==> src/rtl/instr_fetch_pkg.sv <==
// Shared opcode-format, fetch-state and reset-vector constants for the fetch path
// and for the interrupt/trap logic.
package instr_fetch_pkg;

  typedef enum logic [1:0] {FMT_I, FMT_II, FMT_J, FMT_X} fmt_e;

  localparam logic [2:0]  OP_JUMP  = 3'b001;
  localparam logic [5:0]  OP_FMT2  = 6'b000100;
  localparam logic [2:0]  OP2_RETI = 3'b110;

  localparam logic [15:0] RESET_VEC = 16'hFFFE;

  localparam logic [2:0] ST_RST_VEC   = 3'd0;
  localparam logic [2:0] ST_FETCH_OP  = 3'd1;
  localparam logic [2:0] ST_FETCH_SRC = 3'd2;
  localparam logic [2:0] ST_FETCH_DST = 3'd3;
  localparam logic [2:0] ST_HOLD      = 3'd4;

  // Indexed (01, not CG3) and immediate (@PC+ == 11 on R0) take an extension word.
  function automatic logic src_ext(input logic [1:0] am, input logic [3:0] sreg);
    return (am == 2'b01 && sreg != 4'd3) || (am == 2'b11 && sreg == 4'd0);
  endfunction

endpackage

==> src/rtl/ext_word_count.sv <==
// Opcode classifier: how many extension words follow, and whether the word is decodable.
module ext_word_count
  import instr_fetch_pkg::*;
(
  input  logic [15:0] opcode,
  output logic        need_src,
  output logic        need_dst,
  output logic        illegal
);

  fmt_e fmt;
  logic unused_bw;
  assign unused_bw = opcode[6];

  always_comb begin
    fmt      = FMT_X;
    need_src = 1'b0;
    need_dst = 1'b0;
    illegal  = 1'b0;
    if (opcode[15:14] != 2'b00)            fmt = FMT_I;
    else if (opcode[15:13] == OP_JUMP)     fmt = FMT_J;
    else if (opcode[15:10] == OP_FMT2)     fmt = FMT_II;
    case (fmt)
      FMT_I: begin
        need_src = src_ext(opcode[5:4], opcode[11:8]);
        need_dst = opcode[7];
      end
      FMT_II:  need_src = (opcode[9:7] != OP2_RETI) && src_ext(opcode[5:4], opcode[3:0]);
      FMT_J:   ;
      default: illegal = 1'b1;
    endcase
  end

endmodule

==> src/rtl/instr_fetch.sv <==
// Fetch sequencer: owns the PC, walks opcode + extension words out of ROM and
// hands a complete bundle to the decoder under valid/ready.
module instr_fetch
  import instr_fetch_pkg::*;
#(
  parameter logic [15:0] RESET_VEC_ADDR = RESET_VEC,
  parameter bit          RESET_FETCH    = 1'b1,
  parameter logic [15:0] RESET_PC       = 16'hC000
) (
  input  logic        clk,
  input  logic        rst_n,
  input  logic [15:0] MDB_out,
  output logic [15:0] MAB_fetch,
  output logic [15:0] reg_PC_out,
  input  logic        pc_load,
  input  logic [15:0] pc_load_val,
  output logic [15:0] IR,
  output logic [15:0] EXT_SRC,
  output logic [15:0] EXT_DST,
  output logic [15:0] instr_pc,
  output logic [1:0]  ext_cnt,
  output logic        illegal,
  output logic        instr_valid,
  input  logic        instr_ready
);

  localparam logic [2:0]  ST_INIT = RESET_FETCH ? ST_RST_VEC : ST_FETCH_OP;
  localparam logic [15:0] PC_INIT = (RESET_FETCH ? RESET_VEC_ADDR : RESET_PC) & 16'hFFFE;

  logic [2:0]  state;
  logic [15:0] pc, pc_inc, opcode;
  logic        need_src, need_dst, is_illegal;

  assign reg_PC_out = pc;
  assign pc_inc     = pc + 16'd2;
  assign MAB_fetch  = ((state == ST_RST_VEC) ? RESET_VEC_ADDR : pc) & 16'hFFFE;

  // Classify the word on the bus while fetching the opcode, the latched IR afterwards.
  assign opcode = (state == ST_FETCH_OP) ? MDB_out : IR;

  ext_word_count u_ewc (
    .opcode   (opcode),
    .need_src (need_src),
    .need_dst (need_dst),
    .illegal  (is_illegal)
  );

  always_ff @(posedge clk or negedge rst_n) begin
    if (!rst_n) begin
      state       <= ST_INIT;
      pc          <= PC_INIT;
      IR          <= '0;
      EXT_SRC     <= '0;
      EXT_DST     <= '0;
      instr_pc    <= '0;
      ext_cnt     <= '0;
      illegal     <= 1'b0;
      instr_valid <= 1'b0;
    end else if (pc_load && state != ST_RST_VEC) begin
      pc          <= pc_load_val & 16'hFFFE;
      state       <= ST_FETCH_OP;
      instr_valid <= 1'b0;
    end else begin
      case (state)
        ST_RST_VEC: begin
          pc    <= MDB_out & 16'hFFFE;
          state <= ST_FETCH_OP;
        end
        ST_FETCH_OP: begin
          IR       <= MDB_out;
          instr_pc <= pc;
          pc       <= pc_inc;
          EXT_SRC  <= '0;
          EXT_DST  <= '0;
          ext_cnt  <= {1'b0, need_src} + {1'b0, need_dst};
          illegal  <= is_illegal;
          if (need_src)      state <= ST_FETCH_SRC;
          else if (need_dst) state <= ST_FETCH_DST;
          else begin
            state       <= ST_HOLD;
            instr_valid <= 1'b1;
          end
        end
        ST_FETCH_SRC: begin
          EXT_SRC <= MDB_out;
          pc      <= pc_inc;
          if (need_dst) state <= ST_FETCH_DST;
          else begin
            state       <= ST_HOLD;
            instr_valid <= 1'b1;
          end
        end
        ST_FETCH_DST: begin
          EXT_DST     <= MDB_out;
          pc          <= pc_inc;
          state       <= ST_HOLD;
          instr_valid <= 1'b1;
        end
        ST_HOLD: begin
          if (instr_ready) begin
            instr_valid <= 1'b0;
            state       <= ST_FETCH_OP;
          end
        end
        default: state <= ST_INIT;
      endcase
    end
  end

endmodule

==> config.mk <==
export PLATFORM = sky130hd
export DESIGN_NAME = instr_fetch
export DESIGN_NICKNAME = d
export VERILOG_FILES = /design/src/rtl/instr_fetch_pkg.sv /design/src/rtl/ext_word_count.sv /design/src/rtl/instr_fetch.sv
export SDC_FILE = /design/constraint.sdc
export NUM_CORES = 1
export LEC_CHECK = 0
export CORE_AREA = 2 2 101 103
export CTS_CLUSTER_DIAMETER = 150
export DETAILED_ROUTE_END_ITERATION = 8
export DIE_AREA = 0 0 103 105
export PLACE_DENSITY = 0.74
export SETUP_SLACK_MARGIN = 0.15
export SYNTH_ARGS = -nofsm -noshare
export SYNTH_HDL_FRONTEND = slang
export SYNTH_SLANG_ARGS = --single-unit
==> constraint.sdc <==
create_clock -name clk -period 2.3 [get_ports clk]
set_input_delay 0.345 -clock clk [delete_from_list [all_inputs] [get_ports clk]]
set_output_delay 0.345 -clock clk [all_outputs]
set_load 0.02 [all_outputs]
* Yosys cells after proc, flatten, opt, wreduce, memory -nomap -nowiden
Cells that the tools add are included.
Cells by class: add/subtract/negate cells 2, multiply operators 0, divide/modulo/power cells 0, magnitude comparators 0, eq/ne operators 15, shift operators 0, muxes and demuxes 22, bitwise logic cells 1, reductions and logical operators 24
Operators with widths (count):
- $pmux 16 s2 | 3
- $mux 16 | 3
- $add 16x2->16 const B | 1
- $pmux 3 s5 | 1
- $mux 3 | 4
- $logic_not 4->1 | 2
- $ne 4x2->1 const B | 2
- $eq 3x1->1 const B | 2
- $eq 3x2->1 const B | 2
- $eq 6x3->1 const B | 1
- $logic_and 1x1->1 | 6
- $mux 1 | 6
- $mux 2 | 3
- $ne 3x3->1 const B | 2
- $reduce_and 2->1 | 3
- $reduce_bool 2->1 | 3
- $reduce_bool 3->1 | 2
- $reduce_or 3->1 | 2
- $reduce_bool 5->1 | 1
- $eq 2x1->1 const B | 2
- $eq 2x2->1 const B | 2
- $pmux 1 s4 | 1
- $eq 3x3->1 const B | 1
- $logic_not 3->1 | 1
- 7 further kinds | 8
Storage, ports and cells: bits in registers 87, latch bits 0, RAM bits 0, ROM bits 0, input port bits 36, output and inout bits 100, logic and storage cells 74, memories 0

* Logic depth before layout (Yosys ltp)
word-level depth 12, mapped depth 10, mapped depth without buffers 9

* Hierarchy
From an unflattened synthesis, not the netlist that was laid out.
Unflattened totals: cell total of the unflattened synthesis 504, area total of the unflattened synthesis 4526.8 um^2
Modules (own cells, without submodules):
- instr_fetch | instances 1, cells each 488, area an instance 4413.0 um^2, seq. area each 2145.8 um^2
- ext_word_count | instances 1, cells each 16, area an instance 113.9 um^2, seq. area each 0.0 um^2

* Least setup slack after synthesis
No wires, ideal clock.
kind flip-flop to flip-flop, from reg state[0], to reg state[2], arrival 1963 ps, data required time 2164 ps, path slack 200 ps, cell stages (with the launch flop) 11, path buffers 1, clock period less this slack 2100 ps, path through dfrtp_1 > buf_2 > nor3b_4 > or4_1 > o22ai_1 > a211o_1 > inv_1 > ha_1 > o21ai_0 > a21o_1 > a21oi_1
On the way: word-level cells in the longest chain between the ends 12, elaborated cells on any way between the ends 37, those cells by class 13 x eq/ne; 10 x mux; 14 x reduce/logical
Ends and longest elaborated chain:
- start: declaration | RTL line instr_fetch.sv:30 | logic [2:0] state;
- start signal: assignment | RTL line instr_fetch.sv:50 | state <= ST_INIT;
- start signal: assignment | RTL line instr_fetch.sv:61 | state <= ST_FETCH_OP;
- start signal: assignment | RTL line instr_fetch.sv:67 | state <= ST_FETCH_OP;
- $eq 3x1->1 | RTL line instr_fetch.sv:39, instr_fetch.sv:64
- $mux 16
- $eq 6x3->1 | RTL line ext_word_count.sv:22 | else if (opcode[15:10] == OP_FMT2) fmt = FMT_II;
- $mux 2 | RTL line ext_word_count.sv:22
- $mux 2 | RTL line ext_word_count.sv:21 | else if (opcode[15:13] == OP_JUMP) fmt = FMT_J;
- $mux 2 | RTL line ext_word_count.sv:20 | if (opcode[15:14] != 2'b00) fmt = FMT_I;
- $logic_not 2->1 | RTL line ext_word_count.sv:23 | case (fmt)
- $mux 1 | RTL line ext_word_count.sv:23
- $mux 3 | RTL line instr_fetch.sv:78, instr_fetch.sv:87
- $mux 3 | RTL line instr_fetch.sv:77 | if (need_src) state <= ST_FETCH_SRC;
- $pmux 3 s5 | RTL line instr_fetch.sv:64 | case (state)
- $mux 3 | RTL line instr_fetch.sv:59 | end else if (pc_load && state != ST_RST_VEC) begin
Parallel ways exist; a longest one is shown, timed or not. A chain may end at the register's enable or synchronous reset.

* Final worst setup path
from reg IR[14], to reg state[2]
On the way: word-level cells in the longest chain between the ends 11, elaborated cells on any way between the ends 15, those cells by class 3 x eq/ne; 10 x mux; 2 x reduce/logical
Ends and longest elaborated chain:
- start: declaration | RTL line instr_fetch.sv:17 | output logic [15:0] IR,
- start signal: assignment | RTL line instr_fetch.sv:70 | IR <= MDB_out;
- $mux 16 *
- $eq 6x3->1 | RTL line ext_word_count.sv:22
- $mux 2 | RTL line ext_word_count.sv:22
- $mux 2 | RTL line ext_word_count.sv:21
- $mux 2 * | RTL line ext_word_count.sv:20
- $logic_not 2->1 | RTL line ext_word_count.sv:23
- $mux 1 | RTL line ext_word_count.sv:23
- $mux 3 | RTL line instr_fetch.sv:78, instr_fetch.sv:87
- $mux 3 | RTL line instr_fetch.sv:77
- $pmux 3 s5 * | RTL line instr_fetch.sv:64
- $mux 3 * | RTL line instr_fetch.sv:59
- end signal: assignment | RTL line instr_fetch.sv:77
- end signal: assignment | RTL line instr_fetch.sv:78 | else if (need_dst) state <= ST_FETCH_DST;
- end signal: assignment | RTL line instr_fetch.sv:87 | if (need_dst) state <= ST_FETCH_DST;
Mark *: on every way between the ends. The rest lies on a longest branch, timed or not.

==> reports/metrics.cfg <==
[logic_synthesis]
syn_area_per_cell_um2=8.40
synthesis.area_um2=4260
ys_warn_count=0
synth_top_family_by_area=simple AND/OR/NAND/NOR gates
synth_xor_area_frac=0.0103
synth_seq_cells=85
synth_cell_types=54
yosys_most_used_dff=dfrtp_1
yosysSeqAreaShare=0.504
synth_compound_area_frac=0.162
yosys.area_share.simple=0.261
synth_edf_count=0
synthArstFlopShare=1.00
syn_inst=507
synthMuxAreaShare=0.00500
synth_fa_ha_area_frac=0.0147

[timing]
finalSetupViolCount=0
post-route-min-period_ns=2.09
slew_viol_final=0
slew-limit-headroom=0.539
fmax_ghz=0.479
finClkSkew_ns=0.00559
rsz0062_at_grt=yes
period_share=0.908
hold_viol_final=0
worst_slew_pin_slew_ns=0.692
setup_ws_ns=0.212

[global_routing]
gr-total-overflow=0
grt_usage=0.251
antenna_found_initial=0
grt_pass1_wl_um=20900
grt_max_degree=53
grt_pass1_vias=4015

[power_and_ir_drop]
total_power_w=0.00875
ir_drop_v=0.000688
power_leakage_nw=2.74
power_density_nw_per_um2=1420

[routing]
detail_route.first_pass.iterations=5
drc=0
vias=4160
drt-total-wl_um=13200
vias_per_cell=5.23
wire_per_inst_um=16.6
drt_iter0_drc=256
drt.antenna.violating_nets=0

[layout]
fillers=844
ff_latch_area_um2=2150
area_delta_synth_final_pct=44.5
layout-drive-gt1-share=0.156
multi_input_area_um2=2000
num_antenna_cells=0
fin_area_um2=6150
nets=698

[clock_tree]
cts_buffers=9
cts_sinks=85
cts_tree=yes
clock_path_buffers=2
clk_latency_ns=0.36
clkTransAtPathRegs_ns=0.08
ctsHoldBuffers=0
cts-htree-levels=3
root_buffer=clkbuf_8

[worst_setup_path]
slowest_delay_ns=0.58
worstPathArrival_ns=2.33
path_cells=or4_1, o22ai_2, a211o_1, inv_2, ha_1, o21ai_0, a21o_1, a21oi_1
r2r_cells=8
crit_path_end=state[2]
path_class=register to register
r2r-end=state[2]
cp.required_ns=2.54
startpoint_type=register
cp-end-kind=register
startpoint=IR[14]
reg2reg_slack_ns=0.21
r2r-start=IR[14]
crit_slowest_cell=or4_1
crit_fanout=5

[placement]
place_congestion=0.882
dp_hpwl_um=9420
io_buffers=131
placed_cell_area_um2=5950
place_ws_ns=-0.161

[floorplan]
rows=36
io_pins=136
die_x_um=103
fp.coreArea_um2=9640
die_y_um=105
start_util=0.442
die_area_um2=10800

[run]
max-cap-violations=0

[worst_hold_path]
hp-class=input pin to asynchronous set/reset pin

[outcome]
status=finished, final reports clean

-- flip-flops by register name, summed over array words and instances, names as in the netlist --
signal,count
EXT_SRC,16
ext_cnt,2
reg_PC_out,15
IR,16
state,3
EXT_DST,16
illegal,1
instr_pc,15
instr_valid,1
-- critical path: cells and delay by family, from the launching register on --
kind                       cells  cell delay [ns]
AOI/OAI and AO/OA              5             0.73
adders and majority gates      1             0.17
buffers and inverters          1             0.06
DFF                            1             0.43
and+or+nand+nor                1             0.58
-- Yosys cell counts (all sizes together) (5+ instances only) --
cell type | count | share of area
nand2b | 15 | 0.022
nand2 | 184 | 0.16
buf | 13 | 0.017
ha | 5 | 0.015
a21oi | 13 | 0.015
o21ai | 54 | 0.063
and3 | 6 | 0.0088
dfstp | 15 | 0.093
nor2 | 25 | 0.024
dfrtp | 70 | 0.41
a22oi | 5 | 0.0088
clkbuf | 25 | 0.022
o22ai | 6 | 0.0088
nand3 | 7 | 0.0082
a31oi | 5 | 0.0073
-- cell usage in the layout (no fill, tap or decap), types with 6 or more instances in the layout --
master,Yosys,final
a21oi_1,13,13
and3_1,6,6
nor2_1,24,23
dfrtp_1,70,70
clkbuf_2,0,15
buf_4,4,40
nand3_1,7,7
nand2b_1,15,15
clkbuf_8,0,10
dfstp_2,15,15
o21ai_1,27,27
clkdlybuf4s50_1,0,114
nand2_1,184,184
o21ai_0,27,27
-- logic make-up (layout without fill, tap and decap cells) --
family	Yosys count	in the layout
mux	2	2
buf+inv	42	195
other cells	1	3
flops	85	85
fa+ha+maj	5	5
simple gates	256	256
compound gates	111	111
xor+xnor	5	5
-- worst min path at each step --
stage           from            to  cells past startpoint
3_3_place_gp   rst_n  instr_pc[15]                      1
2_1_floorplan  rst_n    EXT_DST[0]                      0
6_report       rst_n  instr_pc[10]                      1
4_1_cts        rst_n  instr_pc[10]                      1
5_1_grt        rst_n  instr_pc[10]                      1
3_5_place_dp   rst_n  instr_pc[10]                      1
-- where the power goes --
part | internal (W) | switching (W)
Sequential | 0.00217 | 0.000602
Combinational | 0.00210 | 0.00270
Clock | 0.000648 | 0.000524
-- routing by layer --
| metal | wire, um | global-route usage | vias to the layer above |
|---|---|---|---|
| li1 | - | - | 2000 |
| met4 | 310 | 0.0930 | 0 |
| met3 | 692 | 0.0395 | 24 |
| met1 | 5800 | 0.350 | 1994 |
| met2 | 6350 | 0.391 | 142 |
| met5 | 0 | 0 | - |
-- layout make-up --
| cell class | count | share of cell area |
|---|---|---|
| inverter | 4 | 0.00244 |
| clock buffer | 13 | 0.0242 |
| sequential | 85 | 0.349 |
| timing repair buffer | 175 | 0.262 |
| tap | 133 | 0.0270 |
| multi-input combinational | 382 | 0.325 |
| clock inverter | 3 | 0.0112 |
-- what timing repair did --
action,in CTS,in global routing
pin swaps,0,2
gates cloned,0,0
resized for setup,19,38
setup buffers,0,0
setup endpoints to repair,17,19
-- through the flow --
step                hold WS (ns)  setup TNS [ns]   util  cells
global placement           0.424          -0.104  0.617    779
global route              0.0691               0  0.638    795
CTS                       0.0413               0  0.639    795
floorplan                 0.0494               0      -    509
finish                    0.0148               0  0.638    795
detailed placement         0.431          -0.253  0.617    779
Power figures use the tool's default switching activity.
==> RTL change 1 (config.mk and constraints unchanged) <==
Change the parameter `RESET_FETCH` from 1'b1 to 1'b0.
--- a/src/rtl/instr_fetch.sv
+++ b/src/rtl/instr_fetch.sv
@@ -5,5 +5,5 @@
 #(
   parameter logic [15:0] RESET_VEC_ADDR = RESET_VEC,
-  parameter bit          RESET_FETCH    = 1'b1,
+  parameter bit          RESET_FETCH    = 1'b0,
   parameter logic [15:0] RESET_PC       = 16'hC000
 ) (
Formal check against the unedited RTL: not equivalent (a bounded check fails within 4 cycles, from zero or initial values and one cycle with rst_n low).
==> RTL change 1 against the original RTL <==
Cell area fell by 1.3%; non-clock buffer count rose by 2; power fell by 3.8%; clock skew rose by 0.0037 ns; synthesized cell count rose by 2.4%; count of clock-buffer cells in the layout fell by 2; largest cell class unchanged; sequential cell count did not move; first-iteration DRC count rose by 22%; via count rose by 2.7%; critical path depth rose by 2; setup slack got worse by 0.13 ns; synthesized area fell by 0.94%; wire length barely moved; die area did not move.
==> RTL change 1: results (changes against the original RTL) <==
Status
  – Run status: finished clean (unchanged)

Timing
  – Max Clock Skew: 0.009286 ns (was 0.005591 ns)
  – Tightest Pin Transition: 0.6290 ns (was 0.6920 ns)

Place
  – Cell count after placement: 792 (was 779)
  – Post-detail-place hpwl: 9353 µm (was 9422 µm)
  – Routability congestion estimate: 0.8767 (was 0.8819)
  – Cell area after placement: 5897 µm² (was 5952 µm²)

Critical path
  – Largest driver fanout on the critical path: 4 (was 5)
  – WP data arrival: 2.48 ns (was 2.33 ns)
  – Cell family contributing the most delay on the critical path: simple AND/OR/NAND/NOR gates (was compound AO/OA/AOI/OAI gates)
  – Slowest-stage cell, CP: sky130_fd_sc_hd__or4_4 (was sky130_fd_sc_hd__or4_1)
  – Worst-case register-to-register setup slack: 0.08 ns (was 0.21 ns)
  – Crit Reg-Reg Startpoint: state[0] (was IR[14])

Synthesis
  – Most area-consuming cells after synthesis: sky130_fd_sc_hd__dfrtp_1 (49%), sky130_fd_sc_hd__nand2_1 (17%), sky130_fd_sc_hd__o21ai_0 (6.9%) (was sky130_fd_sc_hd__dfrtp_1 (41%), sky130_fd_sc_hd__nand2_1 (16%), sky130_fd_sc_hd__dfstp_2 (9.3%))
  – Commonest cells in the synthesized netlist: sky130_fd_sc_hd__nand2_1 (188), sky130_fd_sc_hd__dfrtp_1 (82), sky130_fd_sc_hd__o21ai_0 (58), sky130_fd_sc_hd__nor2_1 (33), sky130_fd_sc_hd__clkbuf_1 (29) (was sky130_fd_sc_hd__nand2_1 (184), sky130_fd_sc_hd__dfrtp_1 (70), sky130_fd_sc_hd__o21ai_0 (27), sky130_fd_sc_hd__o21ai_1 (27), sky130_fd_sc_hd__clkbuf_1 (25))
  – Average size of a mapped cell: 8.127 µm² (was 8.398 µm²)
  – Xor-xnor portion of the synthesized cell area: 0.004153 (was 0.01029)
  – Area fraction in compound gates after synthesis: 0.1608 (was 0.1616)

Routing
  – Number of DRC markers after the initial detailed-route iteration: 313 (was 256)
  – Vias after detailed routing: 4272 (was 4160)
  – Total wire length: 13170 µm (was 13160 µm)

Power
  – Cell-internal power: 0.004648 W (was 0.004926 W)
  – Leakage component of the power: 2.747 nW (was 2.744 nW)

Cells and area
  – Final-layout fill cell count: 886 (was 844)
  – Nets@finish: 714 (was 698)

GRT
  – Number of global-route vias before repair: 3996 (was 4015)
## RTL change 1: area by class of cell
type | count | area (µm²) | area share
Clock buffer | 11 | 151.4 | 0.02492
Multi-Input combinational cell | 394 | 1937 | 0.3188
Sequential cell | 85 | 2133 | 0.3511
Tap cell | 133 | 166.4 | 0.02739
Timing Repair Buffer | 177 | 1632 | 0.2685
Clock inverter | 5 | 33.78 | 0.005560
Inverter | 6 | 22.52 | 0.003707
## RTL change 1: stage by stage
stage / power [W] / util / worst slack (ns) / TNS [ns]
floorplan: 0.005217 / - / 0.06230 / 0
finish: 0.008418 / 0.6303 / 0.08124 / 0
CTS: 0.008512 / 0.6375 / 0.07254 / 0
global route: 0.008958 / 0.6303 / 0.02307 / 0
global placement: 0.007358 / 0.6118 / -0.07630 / -0.1950
detailed placement: 0.007465 / 0.6118 / -0.1724 / -0.5467
## RTL change 1: per-layer routing
| layer | track usage | routed length (µm) | vias to the layer above |
|---|---|---|---|
| met2 | 0.3854 | 6110 | 199 |
| li1 | - | - | 2031 |
| met1 | 0.3358 | 5577 | 2021 |
| met3 | 0.05819 | 1189 | 21 |
| met5 | 0 | 0 | - |
| met4 | 0.07425 | 289 | 0 |
## RTL change 1: worst min path at each step
stage          depth (start not counted)  slack (ns)  start    endpoint
2_1_floorplan                          0        0.05  rst_n  EXT_DST[0]
3_3_place_gp                           1        0.40  rst_n      IR[10]
3_5_place_dp                           1        0.40  rst_n      IR[11]
4_1_cts                                1        0.02  rst_n      IR[11]
5_1_grt                                1        0.05  rst_n      IR[11]
6_report                               1       0.003  rst_n      IR[11]
## RTL change 1: cell families after synthesis
kind of cell    Yosys count
compound gates          115
mux                       3
xor+xnor                  2
flops                    85
simple gates            266
other cells               1
fa+ha+maj                 5
buf+inv                  42
## RTL change 1: repair_timing
item / 4_1_cts / 5_1_grt
gates resized for setup: 52 / 17
buffers inserted: 3 / 0
hold endpoints to repair: 0 / 0
setup endpoints to repair: 18 / 22
pin swaps: 3 / 2
## RTL change 1: power groups by stage
| stage | sequential, W | combinational [W] | clock, W |
|---|---|---|---|
| 2_1_floorplan | 0.00320 | 0.00202 | 0 |
| 3_3_place_gp | 0.00265 | 0.00470 | 0 |
| 3_5_place_dp | 0.00268 | 0.00479 | 0 |
| 4_1_cts | 0.00265 | 0.00483 | 0.00103 |
| 5_1_grt | 0.00276 | 0.00512 | 0.00108 |
| 6_report | 0.00266 | 0.00474 | 0.00101 |
==> RTL change 2 (config.mk and constraints unchanged) <==
Without the edit above. Reset style: synchronous (`rst_n`), changed in one clocked block.
--- a/src/rtl/instr_fetch.sv
+++ b/src/rtl/instr_fetch.sv
@@ -46,5 +46,5 @@
   );
 
-  always_ff @(posedge clk or negedge rst_n) begin
+  always_ff @(posedge clk) begin
     if (!rst_n) begin
       state       <= ST_INIT;
Formal check against the unedited RTL: differs if rst_n is asserted again (counterexample within 4 cycles, from zero or initial values and one cycle with rst_n low); with rst_n held inactive, the same outputs for 10 cycles.
==> RTL change 2 against the original RTL <==
Maximum frequency shrank 2.1%; sequential cell count grew 2; synthesized area grew 0.68%; wire length grew 8.3%; utilization grew 0.39 points; setup slack lost 0.044 ns; cell area grew 0.61%; critical path depth grew 2; synthesized cell count grew 6.1%; critical endpoint is now state[0].
Power is not compared: it rests on default switching activity, and its combinational part moved more than twofold at a synthesized area within 25%.
==> RTL change 2: results (changes against the original RTL) <==
Routing
  – Number of DRC markers after the initial detailed-route iteration: 377 (was 256)
  – Vias after detailed routing: 4472 (was 4160)
  – Met1 WL: 6260 µm (was 5801 µm)
  – Total wire length: 14250 µm (was 13160 µm)
  – Met2 wirelength from detailed routing: 6653 µm (was 6354 µm)

GRT
  – Initial antenna violation count: 1 (was 0)
  – Global Route Usage Sum: 0.2709 (was 0.2506)
  – Met1 layer usage reported by global route: 0.3706 (was 0.3497)

Synthesis
  – Average size of a mapped cell: 7.968 µm² (was 8.398 µm²)
  – Xor-xnor portion of the synthesized cell area: 0.01430 (was 0.01029)
  – Multiplexer fraction of the synthesized cell area: 0.007005 (was 0.004996)

Timing
  – Tightest Pin Transition: 0.5253 ns (was 0.6920 ns)
  – Min Hold Slack: 0.3917 ns (was 0.01481 ns)
  – Max Clock Skew: 0.008026 ns (was 0.005591 ns)

Cells and area
  – Number of non-filler instances in the completed layout: 829 (was 795)
  – Nets@finish: 731 (was 698)

Place
  – Minimum setup slack after placement: -0.4061 ns (was -0.1611 ns)
  – Routability congestion estimate: 0.8679 (was 0.8819)
  – Post-detail-place hpwl: 10540 µm (was 9422 µm)

Critical path
  – Critical path startpoint: MDB_out[11] (was IR[14])
  – Critical path capture point: state[0] (was state[2])
  – R2R cell count: 9 (was 8)
  – Crit path largest cell delay: 0.43 ns (was 0.58 ns)
  – Largest driver fanout on the critical path: 3 (was 5)
  – WP data arrival: 2.38 ns (was 2.33 ns)

Status
  – Run status: finished clean (unchanged)

Min path
  – Path type of the worst min-delay path: input pin to flop (was input pin to async pin)
-- RTL change 2: worst reg2reg max path, stage by stage (launching register included) --
cell	delay, ns
sky130_fd_sc_hd__dfxtp_1	0.39
sky130_fd_sc_hd__nor3b_1	0.27
sky130_fd_sc_hd__and2_1	0.22
sky130_fd_sc_hd__nand4_2	0.13
sky130_fd_sc_hd__a2bb2o_4	0.25
sky130_fd_sc_hd__o2111a_2	0.15
sky130_fd_sc_hd__ha_1	0.21
sky130_fd_sc_hd__a21oi_2	0.13
sky130_fd_sc_hd__o2bb2ai_1	0.07
sky130_fd_sc_hd__o21a_1	0.16
-- RTL change 2: area by class of cell --
class	instances	area (µm²)
fillers	890	3447
clock buffers	10	137.6
flip-flops and latches	87	1743
inverters	8	30.03
multi-input cells	404	2361
well taps	133	166.4
diodes	1	2.502
repair buffers	180	1683
clock inverters	6	68.82
-- RTL change 2: what timing repair did --
action | CTS | global route
setup endpoints to repair | 19 | 18
gates resized for setup | 23 | 30
hold buffers | 0 | 0
pin swaps | 4 | 3
